**src/rtl/pwm_prot_pkg.sv**
```systemverilog
// Shared types and constants for the PWM protection gate.
// Imported by pwm_protection_gate and pwm_leg_monitor.
package pwm_prot_pkg;

  localparam int unsigned NUM_LEGS_DEFAULT = 4;

  // Bit positions within fault_code.
  localparam int unsigned FC_SHOOT = 0;
  localparam int unsigned FC_DT    = 1;
  localparam int unsigned FC_EXT   = 2;
  localparam int unsigned FC_PULSE = 3;

  typedef enum logic [1:0] {
    StSafe,
    StArming,
    StRun,
    StFault
  } state_e;

endpackage

```
**src/rtl/pwm_leg_monitor.sv**
```systemverilog
// Per-leg violation detector: shoot-through, dead-time and (with PWM_PROT_MINPULSE_EN)
// narrow-pulse flags, all combinational on the current gate request.
module pwm_leg_monitor #(
  parameter int unsigned DT_WIDTH         = 8,
  parameter int unsigned MIN_PULSE_CYCLES = 20
) (
  input  logic                clk,
  input  logic                rst_n,
  input  logic [1:0]          pwm_i,
  input  logic                run_entry_i,
  input  logic [DT_WIDTH-1:0] min_deadtime_i,
  output logic                shoot_o,
  output logic                dt_o,
  output logic                pulse_o
);

  logic [1:0]          prev_q;
  logic [1:0]          rise;
  logic [DT_WIDTH-1:0] dt_q, dt_d;

  // Presetting on RUN entry keeps the first legal turn-on from looking like a violation.
  always_comb begin
    dt_d = '0;
    if (run_entry_i) begin
      dt_d = '1;
    end else if (pwm_i == 2'b00) begin
      dt_d = (dt_q == '1) ? dt_q : dt_q + DT_WIDTH'(1);
    end
  end

  always_ff @(posedge clk or negedge rst_n) begin
    if (!rst_n) begin
      prev_q <= 2'b00;
      dt_q   <= '0;
    end else begin
      prev_q <= pwm_i;
      dt_q   <= dt_d;
    end
  end

  assign rise    = pwm_i & ~prev_q;
  assign shoot_o = &pwm_i;
  assign dt_o    = (|rise) && (min_deadtime_i != '0) && (dt_q < min_deadtime_i);

`ifdef PWM_PROT_MINPULSE_EN
  localparam int unsigned OnW = $clog2(MIN_PULSE_CYCLES + 1);

  logic [1:0][OnW-1:0] on_q, on_d;
  logic [1:0]          fall;
  logic [1:0]          short_on;

  assign fall = prev_q & ~pwm_i;

  always_comb begin
    for (int b = 0; b < 2; b++) begin
      on_d[b]     = '0;
      if (pwm_i[b]) begin
        on_d[b] = (on_q[b] == '1) ? on_q[b] : on_q[b] + OnW'(1);
      end
      short_on[b] = fall[b] && (on_q[b] < OnW'(MIN_PULSE_CYCLES));
    end
  end

  always_ff @(posedge clk or negedge rst_n) begin
    if (!rst_n) begin
      on_q <= '0;
    end else begin
      on_q <= on_d;
    end
  end

  assign pulse_o = |short_on;
`else
  logic unused_min_pulse;
  assign unused_min_pulse = ^MIN_PULSE_CYCLES;
  assign pulse_o          = 1'b0;
`endif

endmodule

```
**src/rtl/pwm_protection_gate.sv**
```systemverilog
// Gates 5-level PWM gate requests to the driver pins; trips to FAULT on shoot-through,
// short dead-time, external driver fault or (with PWM_PROT_MINPULSE_EN) narrow pulses.
module pwm_protection_gate
  import pwm_prot_pkg::*;
#(
  parameter int unsigned NUM_LEGS         = NUM_LEGS_DEFAULT,
  parameter int unsigned DT_WIDTH         = 8,
  parameter int unsigned MIN_PULSE_CYCLES = 20
) (
  input  logic                  clk,
  input  logic                  rst_n,
  input  logic [2*NUM_LEGS-1:0] pwm_in,
  input  logic                  sync_pulse,
  input  logic                  arm,
  input  logic                  fault_clear,
  input  logic                  ext_fault_n,
  input  logic [DT_WIDTH-1:0]   min_deadtime,
  output logic [2*NUM_LEGS-1:0] pwm_out,
  output logic                  running,
  output logic                  fault,
  output logic [3:0]            fault_code,
  output logic [1:0]            fault_leg,
  output logic [7:0]            trip_count
);

  localparam int unsigned NumGates = 2 * NUM_LEGS;

  state_e              state_q, state_d;
  logic                ext_meta_q, ext_ok_q;
  logic                arm_q;
  logic [NumGates-1:0] pwm_out_q, pwm_out_d;
  logic                running_q, fault_q;
  logic [3:0]          code_q, code_d, cause;
  logic [1:0]          leg_q, leg_d, hit_leg;
  logic [7:0]          trips_q, trips_d;
  logic [NUM_LEGS-1:0] shoot_v, dt_v, pulse_v, leg_hit;
  logic                in_run, run_entry, any_fault, trip;

  assign in_run    = (state_q == StRun);
  assign run_entry = (state_d == StRun) && !in_run;

  for (genvar k = 0; k < NUM_LEGS; k++) begin : g_leg
    pwm_leg_monitor #(
      .DT_WIDTH        (DT_WIDTH),
      .MIN_PULSE_CYCLES(MIN_PULSE_CYCLES)
    ) u_leg_monitor (
      .clk           (clk),
      .rst_n         (rst_n),
      .pwm_i         (pwm_in[2*k +: 2]),
      .run_entry_i   (run_entry),
      .min_deadtime_i(min_deadtime),
      .shoot_o       (shoot_v[k]),
      .dt_o          (dt_v[k]),
      .pulse_o       (pulse_v[k])
    );
  end

  assign leg_hit = shoot_v | dt_v | pulse_v;

  // Leg violations only count in RUN; an external fault also aborts ARMING.
  always_comb begin
    cause = '0;
    if (in_run) begin
      cause[FC_SHOOT] = |shoot_v;
      cause[FC_DT]    = |dt_v;
      cause[FC_PULSE] = |pulse_v;
    end
    if (in_run || (state_q == StArming)) begin
      cause[FC_EXT] = !ext_ok_q;
    end
  end

  assign any_fault = |cause;

  always_comb begin
    hit_leg = '0;
    for (int k = NUM_LEGS - 1; k >= 0; k--) begin
      if (leg_hit[k]) begin
        hit_leg = 2'(k);
      end
    end
  end

  always_comb begin
    state_d = state_q;
    unique case (state_q)
      StSafe: begin
        if (arm && !arm_q && ext_ok_q) state_d = StArming;
      end
      StArming: begin
        if (any_fault)       state_d = StFault;
        else if (!arm)       state_d = StSafe;
        else if (sync_pulse) state_d = StRun;
      end
      StRun: begin
        if (any_fault) state_d = StFault;
        else if (!arm) state_d = StSafe;
      end
      StFault: begin
        if (fault_clear && ext_ok_q) state_d = StSafe;
      end
    endcase
  end

  assign trip = (state_d == StFault) && (state_q != StFault);

  always_comb begin
    code_d  = code_q;
    leg_d   = leg_q;
    trips_d = trips_q;
    if (trip) begin
      code_d = code_q | cause;
      leg_d  = hit_leg;
      if (trips_q != 8'hFF) trips_d = trips_q + 8'd1;
    end else if ((state_q == StFault) && (state_d == StSafe)) begin
      code_d = '0;
      leg_d  = '0;
    end
  end

  assign pwm_out_d = (in_run && !any_fault) ? pwm_in : '0;

  // arm_q resets high so an arm level held through reset is not seen as a fresh edge.
  always_ff @(posedge clk or negedge rst_n) begin
    if (!rst_n) begin
      state_q    <= StSafe;
      ext_meta_q <= 1'b1;
      ext_ok_q   <= 1'b1;
      arm_q      <= 1'b1;
      pwm_out_q  <= '0;
      running_q  <= 1'b0;
      fault_q    <= 1'b0;
      code_q     <= '0;
      leg_q      <= '0;
      trips_q    <= '0;
    end else begin
      state_q    <= state_d;
      ext_meta_q <= ext_fault_n;
      ext_ok_q   <= ext_meta_q;
      arm_q      <= arm;
      pwm_out_q  <= pwm_out_d;
      running_q  <= (state_d == StRun);
      fault_q    <= (state_d == StFault);
      code_q     <= code_d;
      leg_q      <= leg_d;
      trips_q    <= trips_d;
    end
  end

  assign pwm_out    = pwm_out_q;
  assign running    = running_q;
  assign fault      = fault_q;
  assign fault_code = code_q;
  assign fault_leg  = leg_q;
  assign trip_count = trips_q;

endmodule

```
**config.mk**
```make
export PLATFORM = sky130hd
export DESIGN_NAME = pwm_protection_gate
export DESIGN_NICKNAME = d
export VERILOG_FILES = /design/src/rtl/pwm_prot_pkg.sv /design/src/rtl/pwm_leg_monitor.sv /design/src/rtl/pwm_protection_gate.sv
export SDC_FILE = /design/constraint.sdc
export NUM_CORES = 1
export LEC_CHECK = 0
export CAP_MARGIN = 10
export CORE_ASPECT_RATIO = 0.5
export CORE_UTILIZATION = 25
export DETAILED_ROUTE_END_ITERATION = 8
export DONT_BUFFER_PORTS = 1
export SYNTH_ARGS = -nofsm -noshare
export SYNTH_HDL_FRONTEND = slang
export SYNTH_SLANG_ARGS = --single-unit
export TNS_END_PERCENT = 30
```
**constraint.sdc**
```tcl
create_clock -name clk -period 2.63 [get_ports clk]
set_input_delay 0.263 -clock clk [delete_from_list [all_inputs] [get_ports clk]]
set_output_delay 0.263 -clock clk [all_outputs]
set_load 0.01 [all_outputs]
```
==> run_results.csv <==
group,metric,value,unit
outcome,status,"complete, no violations",
sta,hold_viol_final,0,
synthesis,syn-cell-area,3990,sq um
routing,wire_per_inst,15.6,microns
floorplan,die_h,91.3,microns
place,portBuffers,0,
layout,fill_cells,1559,
routing,viasPerCell,4.88,
run,maxCapViolations,0,
power,p_sw,1.66,mW
synthesis,syn-instance-count,398,
power,leakage,2.19,nW
power,switching_share,37.8,%
routing,drc_errors,0,
layout,final_common_cell,"dfrtp_1",
sta,tightestPinTransition,0.562,ns
synthesis,synth_mux_area_share,2.42,%
routing,first_pass_iters,4,
synthesis,synth_xor_area_share,3.07,%
sta,worst_slack,0.0845,ns
power,pwr-share-clk,26.5,%
global_routing,grt_pass1_wl,15.8,mm
clock_tree,htreeDepth,3,
synthesis,yosysUniqueCellTypes,61,
sta,fin_crit,2.55,ns
setup_path,cp_max_fo,8,
layout,antennaDiodeCount,0,
worst_hold_path,hold_path_class,"primary input to register",
setup_path,startpoint_type,"register",
synthesis,synthSimpleGateAreaFrac,18.3,%
synthesis,synth_compound_area_share,17.7,%
clock_tree,cts_max_path_buffers,2,
global_routing,grt_pass1_vias,3014,
place,dpl-instance-area,4230,sq um
sta,setup_viol,0,
synthesis,synthFlopType,"dfrtp_1",
power,p_per_area,914,nW/um^2
synthesis,yosysSeqAreaShare,42.8,%
sta,slew-limit-headroom,62.4,%
floorplan,core,15500,sq um
routing,final_antenna_net_count,0,
clock_tree,cts_tree,"yes",
clock_tree,cts-root-buf,"clkbuf_16",
power,internal_power,2.73,mW
clock_tree,cts-buffers-inserted,9,
layout,postLayoutCoreUtil,31.0,%
synthesis,synth-adder-area-share,11.6,%
sta,setup_tns,0,ns
routing,drt_iter0_drc,181,
synthesis,ys_ff_latch,68,
power,total_power,4.38,mW
layout,layout_common_cells,"dfrtp_1 (62), o21ai_0 (54), ha_1 (37)",
sta,rsz0062_at_grt,"yes",
setup_path,crit_type,"register to register",
routing,wl,9.92,mm
floorplan,die-width,181,microns
layout,area_growth,20.3,%
setup_path,crit_arrival,2.77,ns
synthesis,ys_warn_count,0,
setup_path,cp-end-kind,"register",
routing,vias,3100,
sta,finalCritPeriodShare,96.8,%
floorplan,fp-row-count,32,
power,seq_power_share,37.1,%
power,irDropWorstVdd,0.280,mV
clock_tree,clock_sinks,68,
floorplan,pin_count,46,
global_routing,grt_overflow,0,
power,p_comb_share,36.3,%
synthesis,avgSynthCellArea,10.0,sq um
synthesis,synth_top_family_by_area,"simple AND/OR/NAND/NOR gates",
sta,skew,0.00833,ns
global_routing,grt_usage,12.4,%
sta,drv_slew,0,
floorplan,start_util,25.7,%
layout,layout.nets,485,
global_routing,antenna_found_initial,0,
synthesis,synth_edf_count,0,
clock_tree,path_clk_slew,0.06,ns
place,gp_congestion,0.836,
place,dpl.hpwl,6.65,mm
synthesis,ys_async_sr_fraction,100,%
floorplan,dieArea,16500,sq um
layout,design_area,4800,sq um
place,dp_slack,0.0483,ns
global_routing,grt_max_degree,69,
setup_path,worstPathRequired,2.86,ns
sta,fmax,393,MHz
layout,layout-drive-gt1-share,14.4,%
synthesis,syn_nets,457,
clock_tree,clock_latency,0.35,ns
through the flow:
step / instances / hold WS, ns
finish: 635 / 0.0671
global route: 635 / 0.0661
CTS: 626 / 0.0566
detailed placement: 598 / -0.0277
global placement: 598 / -0.0286
floorplan: 398 / -0.0326
per-layer routing:
metal	routed length (microns)	global-route usage [%]	share of wire, %	up-vias
met5	0	0	0	-
met4	201	5.20	2.0	0
met3	643	4.53	6.5	16
met2	4660	20.5	47	48
met1	4410	14.5	44	1523
li1	-	-	-	1513
what timing repair did:
| action | 4_1_cts | 5_1_grt |
|---|---|---|
| hold endpoints to repair | 78 | 0 |
| buffers inserted | 0 | 6 |
| endpoints found under the setup margin | 0 | 38 |
| hold buffers | 12 | 0 |
| resized for setup | 0 | 12 |
cell usage after synthesis, types with 3 or more instances:
cell type | instances | area (sq um)
a21o_1 | 5 | 37.5
a21oi_1 | 6 | 30.0
a221oi_1 | 3 | 26.3
a31oi_1 | 6 | 37.5
and3_1 | 21 | 131
buf_1 | 4 | 15.0
buf_4 | 4 | 30.0
dfrtp_1 | 65 | 1630
dfstp_2 | 3 | 78.8
ha_1 | 37 | 463
inv_1 | 17 | 63.8
mux2i_1 | 7 | 70.1
nand2_1 | 15 | 56.3
nand2b_1 | 18 | 113
nand3_1 | 31 | 155
nand3_2 | 4 | 40.0
nand3b_1 | 3 | 22.5
nand4_1 | 3 | 18.8
nor2_1 | 16 | 60.1
nor4_1 | 5 | 31.3
o211ai_1 | 4 | 30.0
o21ai_0 | 54 | 270
o21ai_1 | 4 | 20.0
or2_2 | 4 | 25.0
xnor2_1 | 11 | 96.3
xor2_1 | 3 | 26.3
layout make-up:
class | instances | area [sq um] | share of cell area, %
sequential | 68 | 1710 | 35.6
timing repair inverter | 1 | 5.00 | 0.104
tap | 204 | 255 | 5.32
inverter | 18 | 72.6 | 1.51
clock inverter | 5 | 35.0 | 0.730
multi-input combinational | 300 | 2180 | 45.4
clock buffer | 11 | 253 | 5.27
timing repair buffer | 28 | 292 | 6.08
worst paths after layout:
check / startpoint / end / slack [ns] / depth (start not counted)
setup / recovery: g_leg[3].u_leg_monitor.dt_q[7] / trip_count[2] / 0.08 / 11
hold / removal: pwm_in[7] / pwm_out[7] / 0.07 / 1
setup reg to reg: g_leg[3].u_leg_monitor.dt_q[7] / trip_count[2] / 0.08 / 11
hold reg to reg: ext_meta_q / ext_ok_q / 0.35 / 0
max in group asynchronous: rst_n / ext_meta_q / 1.82 / 2
min in group asynchronous: rst_n / pwm_out[3] / 0.47 / 2
power groups by stage:
stage               clock [mW]  sequential, mW  combinational, mW
finish                    1.16            1.63               1.59
global route              1.23            1.68               1.80
CTS                       1.19            1.62               1.38
detailed placement           0            1.64               1.33
global placement             0            1.64               1.29
floorplan                    0            1.55               1.08
sequential cells by signal, summed over array words and instances, names as in the netlist:
register and flops:
arm_q 1, fault_leg 2, trip_count 8, ext_ok_q 1, state_q 2, fault_code 3
ext_meta_q 1, g_leg.u_leg_monitor.dt_q 32, g_leg.u_leg_monitor.prev_q 8, running 1, pwm_out 8, fault 1
critical path: stages (launching register included):
cell and delay, ns:
dfrtp_2 0.44, ha_1 0.29, and3_1 0.22, a221oi_2 0.26
o211ai_1 0.13, buf_4 0.17, a31oi_4 0.27, o21ai_4 0.10
clkinv_4 0.13, buf_4 0.15, nand4_1 0.11, xnor2_1 0.15
cells by family after synthesis:
kind of cell | Yosys count
AOI/OAI and AO/OA | 108
xor gates and xnor gates | 14
adders and majority gates | 37
buffers and inverters | 31
DFF | 68
muxes | 9
other | 1
and+or+nand+nor | 130
(Power assumes the default switching activity.)
